$ cat src/rtl/mux_arbiter.sv
// Two-requester valid/ready arbiter feeding one registered output word.
// Round-robin with a burst limit by default; define MUX_ARB_FIXED_PRIO_EN for fixed in0 priority.
module mux_arbiter #(
  parameter int N         = 17,
  parameter int MAX_BURST = 4
) (
  input  logic         clk,
  input  logic         rst,
  input  logic         in0_valid,
  input  logic [N-1:0] in0_data,
  output logic         in0_ready,
  input  logic         in1_valid,
  input  logic [N-1:0] in1_data,
  output logic         in1_ready,
  output logic         out_valid,
  output logic [N-1:0] out_data,
  input  logic         out_ready,
  output logic         choose
);

  localparam int CW = $clog2(MAX_BURST + 1);
  localparam logic [CW-1:0] MAX_CNT = CW'(MAX_BURST);

  logic          cur_r;
  logic [CW-1:0] burst_cnt_r;
  logic          accept_s;
  logic          sel_s;
  logic          sel_valid_s;
  logic          grant_s;

  assign accept_s = !out_valid || out_ready;

  // Winner selection for this cycle
  always_comb begin
    sel_s = cur_r;
`ifdef MUX_ARB_FIXED_PRIO_EN
    if (in0_valid) begin
      sel_s = 1'b0;
    end else begin
      sel_s = 1'b1;
    end
`else
    if (in0_valid && in1_valid) begin
      // The owner keeps the datapath until its burst budget is spent
      if (burst_cnt_r < MAX_CNT) begin
        sel_s = cur_r;
      end else begin
        sel_s = !cur_r;
      end
    end else if (in0_valid) begin
      sel_s = 1'b0;
    end else if (in1_valid) begin
      sel_s = 1'b1;
    end else begin
      sel_s = cur_r;
    end
`endif
  end

  // Grant qualification and upstream readies
  always_comb begin
    sel_valid_s = 1'b0;
    if (sel_s) begin
      sel_valid_s = in1_valid;
    end else begin
      sel_valid_s = in0_valid;
    end
    grant_s   = accept_s && sel_valid_s;
    in0_ready = accept_s && (sel_s == 1'b0);
    in1_ready = accept_s && (sel_s == 1'b1);
  end

  // Output register, owner and burst counter
  always_ff @(posedge clk) begin
    if (rst) begin
      out_valid   <= 1'b0;
      out_data    <= '0;
      choose      <= 1'b0;
      cur_r       <= 1'b0;
      burst_cnt_r <= '0;
    end else if (grant_s) begin
      out_valid <= 1'b1;
      choose    <= sel_s;
      if (sel_s) begin
        out_data <= in1_data;
      end else begin
        out_data <= in0_data;
      end
`ifdef MUX_ARB_FIXED_PRIO_EN
      cur_r       <= sel_s;
      burst_cnt_r <= '0;
`else
      if (sel_s == cur_r) begin
        if (burst_cnt_r >= MAX_CNT) begin
          burst_cnt_r <= MAX_CNT;
        end else begin
          burst_cnt_r <= burst_cnt_r + CW'(1);
        end
      end else begin
        cur_r       <= sel_s;
        burst_cnt_r <= CW'(1);
      end
`endif
    end else if (accept_s) begin
      // Idle accepted cycle: output drains and the burst is closed
      out_valid   <= 1'b0;
      burst_cnt_r <= '0;
    end else begin
      out_valid   <= out_valid;
      burst_cnt_r <= burst_cnt_r;
    end
  end

endmodule

$ cat config.mk
export PLATFORM = sky130hd
export DESIGN_NAME = mux_arbiter
export DESIGN_NICKNAME = d
export VERILOG_FILES = /design/src/rtl/mux_arbiter.sv
export SDC_FILE = /design/constraint.sdc
export NUM_CORES = 1
export LEC_CHECK = 0
export CAP_MARGIN = 0
export CORE_ASPECT_RATIO = 1.2
export CORE_UTILIZATION = 51
export DETAILED_ROUTE_END_ITERATION = 10
export PLACE_DENSITY_LB_ADDON = 0.3
export SYNTH_ARGS = -nofsm -noshare
export SYNTH_HDL_FRONTEND = slang
export SYNTH_SLANG_ARGS = --single-unit
$ cat constraint.sdc
create_clock -name clk -period 2.3 [get_ports clk]
set_input_delay 0.46 -clock clk [delete_from_list [all_inputs] [get_ports clk]]
set_output_delay 0.46 -clock clk [all_outputs]
set_load 0.01 [all_outputs]
==> metrics.log <==
[metrics] level count of the clock H-tree: 1
[metrics] Worst Skew: 0.005355 ns
[metrics] most used flip-flop cell after synthesis: dfxtp_1
[metrics] DRC violations left: 0
[metrics] post-DR vias/cell: 6.091
[metrics] number of detailed-routing iterations run before antenna repair: 5
[metrics] Storage cell area: 460.4 um^2
[metrics] R2R cell count: 5
[metrics] result of the run: complete, no violations
[metrics] RSZ-0062 raised after global routing: false
[metrics] vias in the first global route: 1936
[metrics] clock tree root buffer cell: clkbuf_8
[metrics] starting utilization of the core area: 53.37%
[metrics] P_leak: 0.9555 nW
[metrics] CTS tree: yes
[metrics] final cell utilization of the core: a little under three quarters
[metrics] global-route wire length before repair: approximately 8600 um
[metrics] count of placed standard cells including taps: 324
[metrics] data arrival time of the critical path: about 1.7 ns
[metrics] syn_nets: 262
[metrics] net total in the final layout: 318
[metrics] top fanout value on the critical path: 4
[metrics] Hold Crit Class: reg2reg
[metrics] Setup crit start: in1_valid
[metrics] Rows: 24
[metrics] required time of the critical path: 1.84 ns
[metrics] most used cells in the layout excluding fill and tap cells: clkdlybuf4s50_1, dfxtp_1, nor2_1
[metrics] filler cell count in the final layout: 290
[metrics] average instance area after synthesis: ~9 um^2
[metrics] post-CTS setup buffer count: 0
[metrics] number of endpoints with negative hold slack in the final report: 0
[metrics] P per Cell Area: ~460 nW/um^2
[metrics] final cycle utilization of the critical path: 93.04%
[metrics] number of maximum-capacitance violations: 0
[metrics] Clock Path Buffers: 2
[metrics] fraction of the yosys area taken by sequential cells: 23.74%
[metrics] type of the setup path with the least slack: in2out
[metrics] Netlist Area Pre-Place: 1939 um^2
[metrics] crit path capture type: output pin
[metrics] Die Span Y: between 60 and 70 um
[metrics] post-detail-place hpwl: between 3000 and 4000 um
[metrics] layout cells sized above 1: between 20% and 30%
[metrics] total number of yosys warnings: 0
[metrics] Horiz. Die Dim: 58.29 um
[metrics] EDFF count, synth: 0
[metrics] CTS Buf Count: 3
[metrics] number of register bits inferred by synthesis: 23
[metrics] Cells after Synth: between 200 and 250
[metrics] r2r setup slk: 0.49 ns
[metrics] overflow left after global routing: 0
[metrics] number of vias after detailed routing: 1998
[metrics] transition at the pin with the smallest max-transition slack: about 0.6 ns
[metrics] Worst-Skew Late Latency: about 0.27 ns
[metrics] Clock Sink Count: 23
[metrics] area delta synth->final: 34.32%
[metrics] post-layout instance count excluding filler cells: about 330
[metrics] maximum number of pins on one net before global-route repair: 40
[metrics] number of setup violations in the final report: 0
[metrics] antenna diode count: 0
[metrics] post-synthesis cell type count: 39
[metrics] list of cells traversed by the critical path: clkdlybuf4s50_1 > inv_2 > o21ai_1 > a21oi_2 > and2_1 > dlygate4sd2_1
[metrics] number of DRC markers in iteration 0: 108
[metrics] Critical Path Max Stage Delay: 0.49 ns
[metrics] drt wl/cell: between 15 and 20 um
[metrics] post-layout total power: 0.001205 W
[metrics] Port Buffers: a little under 60
[metrics] floorplan core area: 3633 um^2
[metrics] Clk pin slew, worst setup/hold paths: 0.09 ns
[metrics] antenna violations before repair: 0
[metrics] Slew Limit Headroom: around three fifths
[metrics] Setup crit start kind: input port
[metrics] RR Endpoint: out_data[6]$_SDFFE_PP0P_
[metrics] origin of the critical flop-to-flop path: burst_cnt_r[2]$_SDFFE_PP0P_
[metrics] fraction of registers with async set or reset after synthesis: 0%
[metrics] drt total wl: 5207 um
[metrics] area of combinational cells with multiple inputs: 1304 um^2
[metrics] commonest non-fill, non-tap cell in the layout: clkdlybuf4s50_1
[metrics] die area: 4054 um^2
[metrics] count of nets left with antenna violations after detail routing: 0
[metrics] IO Count: 60
[metrics] Tot GR Track Use: 26.74%
[metrics] Final GP Congestion: 0.7275
[metrics] minimum clock period after layout: 2.140 ns
[metrics] slowest stage cell on the critical path: clkdlybuf4s50_1
[metrics] peak ir drop on the vdd network: between 0.0002 and 0.0003 V
[metrics] number of slew-limit violations in the final report: 0
[metrics] fmax: 467.3 MHz
[metrics] capturing instance or port of the critical path: in0_ready
registers in the layout, summed over array words and instances, names as in the netlist:
register     flops
burst_cnt_r      3
choose           1
cur_r            1
out_data        17
out_valid        1
cells by family (layout without fill, tap and decap cells):
family / count (synthesis) / in the layout / share of synthesized area [%]
compound gates: 80 / 80 / 39.35
fa+ha+maj: 2 / 2 / 1.290
buf+inv: 27 / 82 / 9.225
flops: 23 / 23 / 23.74
mux: 2 / 2 / 1.097
simple gates: 87 / 87 / 25.29
stage by stage:
step	hold slack, ns	setup TNS (ns)	setup slack [ns]	instance area [um^2]
after floorplan	0.4486	0	0.4631	1939
after global placement	0.4614	-1.769	-0.1469	2560
after detailed placement	0.4686	-2.092	-0.1822	2560
after CTS	0.4811	0	0.1465	2605
after global routing	0.5029	0	0.1157	2605
final	0.4777	0	0.1600	2605
cells in the mapped netlist (3+ instances only):
library cell | count | area (um^2)
a21boi_1 | 8 | 60.06
a21boi_2 | 9 | 101.4
a21oi_1 | 7 | 35.03
a221oi_1 | 7 | 61.31
a221oi_2 | 10 | 150.1
a311oi_1 | 8 | 70.07
a311oi_2 | 9 | 135.1
a31oi_1 | 17 | 106.4
and3_1 | 17 | 106.4
buf_2 | 10 | 50.05
buf_4 | 3 | 22.52
buf_6 | 5 | 56.30
clkbuf_1 | 4 | 15.01
dfxtp_1 | 23 | 460.4
nand2b_1 | 17 | 106.4
nand3_1 | 18 | 90.09
nor2_1 | 22 | 82.58
timing repair:
action	in CTS	in global routing
resized for setup	4	0
hold buffers	0	0
endpoints found under the setup margin	2	0
routing by layer:
metal,share of wire [%],vias to the layer above,routed length [um],track usage [%]
li1,-,959,-,-
met1,44,955,2271,32.95
met2,50,77,2596,44.83
met3,5.2,7,271,3.918
met4,1.3,0,67,12.43
met5,0,-,0,0
power by group:
| group | leakage, nW | switching (W) | internal [W] | total [W] |
|---|---|---|---|---|
| clock network | 0.0228 | 0.000141 | 0.000124 | 0.000265 |
| logic | 0.742 | 0.000224 | 0.000256 | 0.000481 |
| registers | 0.191 | 0.0000221 | 0.000437 | 0.000459 |
| total | 0.956 | 0.000387 | 0.000818 | 0.00121 |
worst min path at each step:
stage,startpoint,to,slack [ns],cells after the start
6_report,burst_cnt_r[1]$_SDFFE_PP0P_,burst_cnt_r[1]$_SDFFE_PP0P_,0.48,2
5_1_grt,burst_cnt_r[1]$_SDFFE_PP0P_,burst_cnt_r[1]$_SDFFE_PP0P_,0.50,2
4_1_cts,burst_cnt_r[1]$_SDFFE_PP0P_,burst_cnt_r[1]$_SDFFE_PP0P_,0.48,2
3_5_place_dp,burst_cnt_r[1]$_SDFFE_PP0P_,burst_cnt_r[1]$_SDFFE_PP0P_,0.47,2
3_3_place_gp,burst_cnt_r[1]$_SDFFE_PP0P_,burst_cnt_r[1]$_SDFFE_PP0P_,0.46,2
2_1_floorplan,burst_cnt_r[1]$_SDFFE_PP0P_,burst_cnt_r[1]$_SDFFE_PP0P_,0.45,2
worst max-delay path: cells and delay by family:
| kind | cells | cell delay [ns] |
|---|---|---|
| buf+inv | 3 | 0.83 |
| compound gates | 2 | 0.24 |
| simple gates | 1 | 0.15 |
final cells by class:
cell class / count / share of cell area [%]
Clock buffer: 4 / 1.729
Tap cell: 52 / 2.498
Multi-Input combinational cell: 171 / 50.05
Sequential cell: 23 / 17.68
Inverter: 3 / 0.4323
Timing Repair Buffer: 75 / 27.62
(Power assumes the default switching activity.)
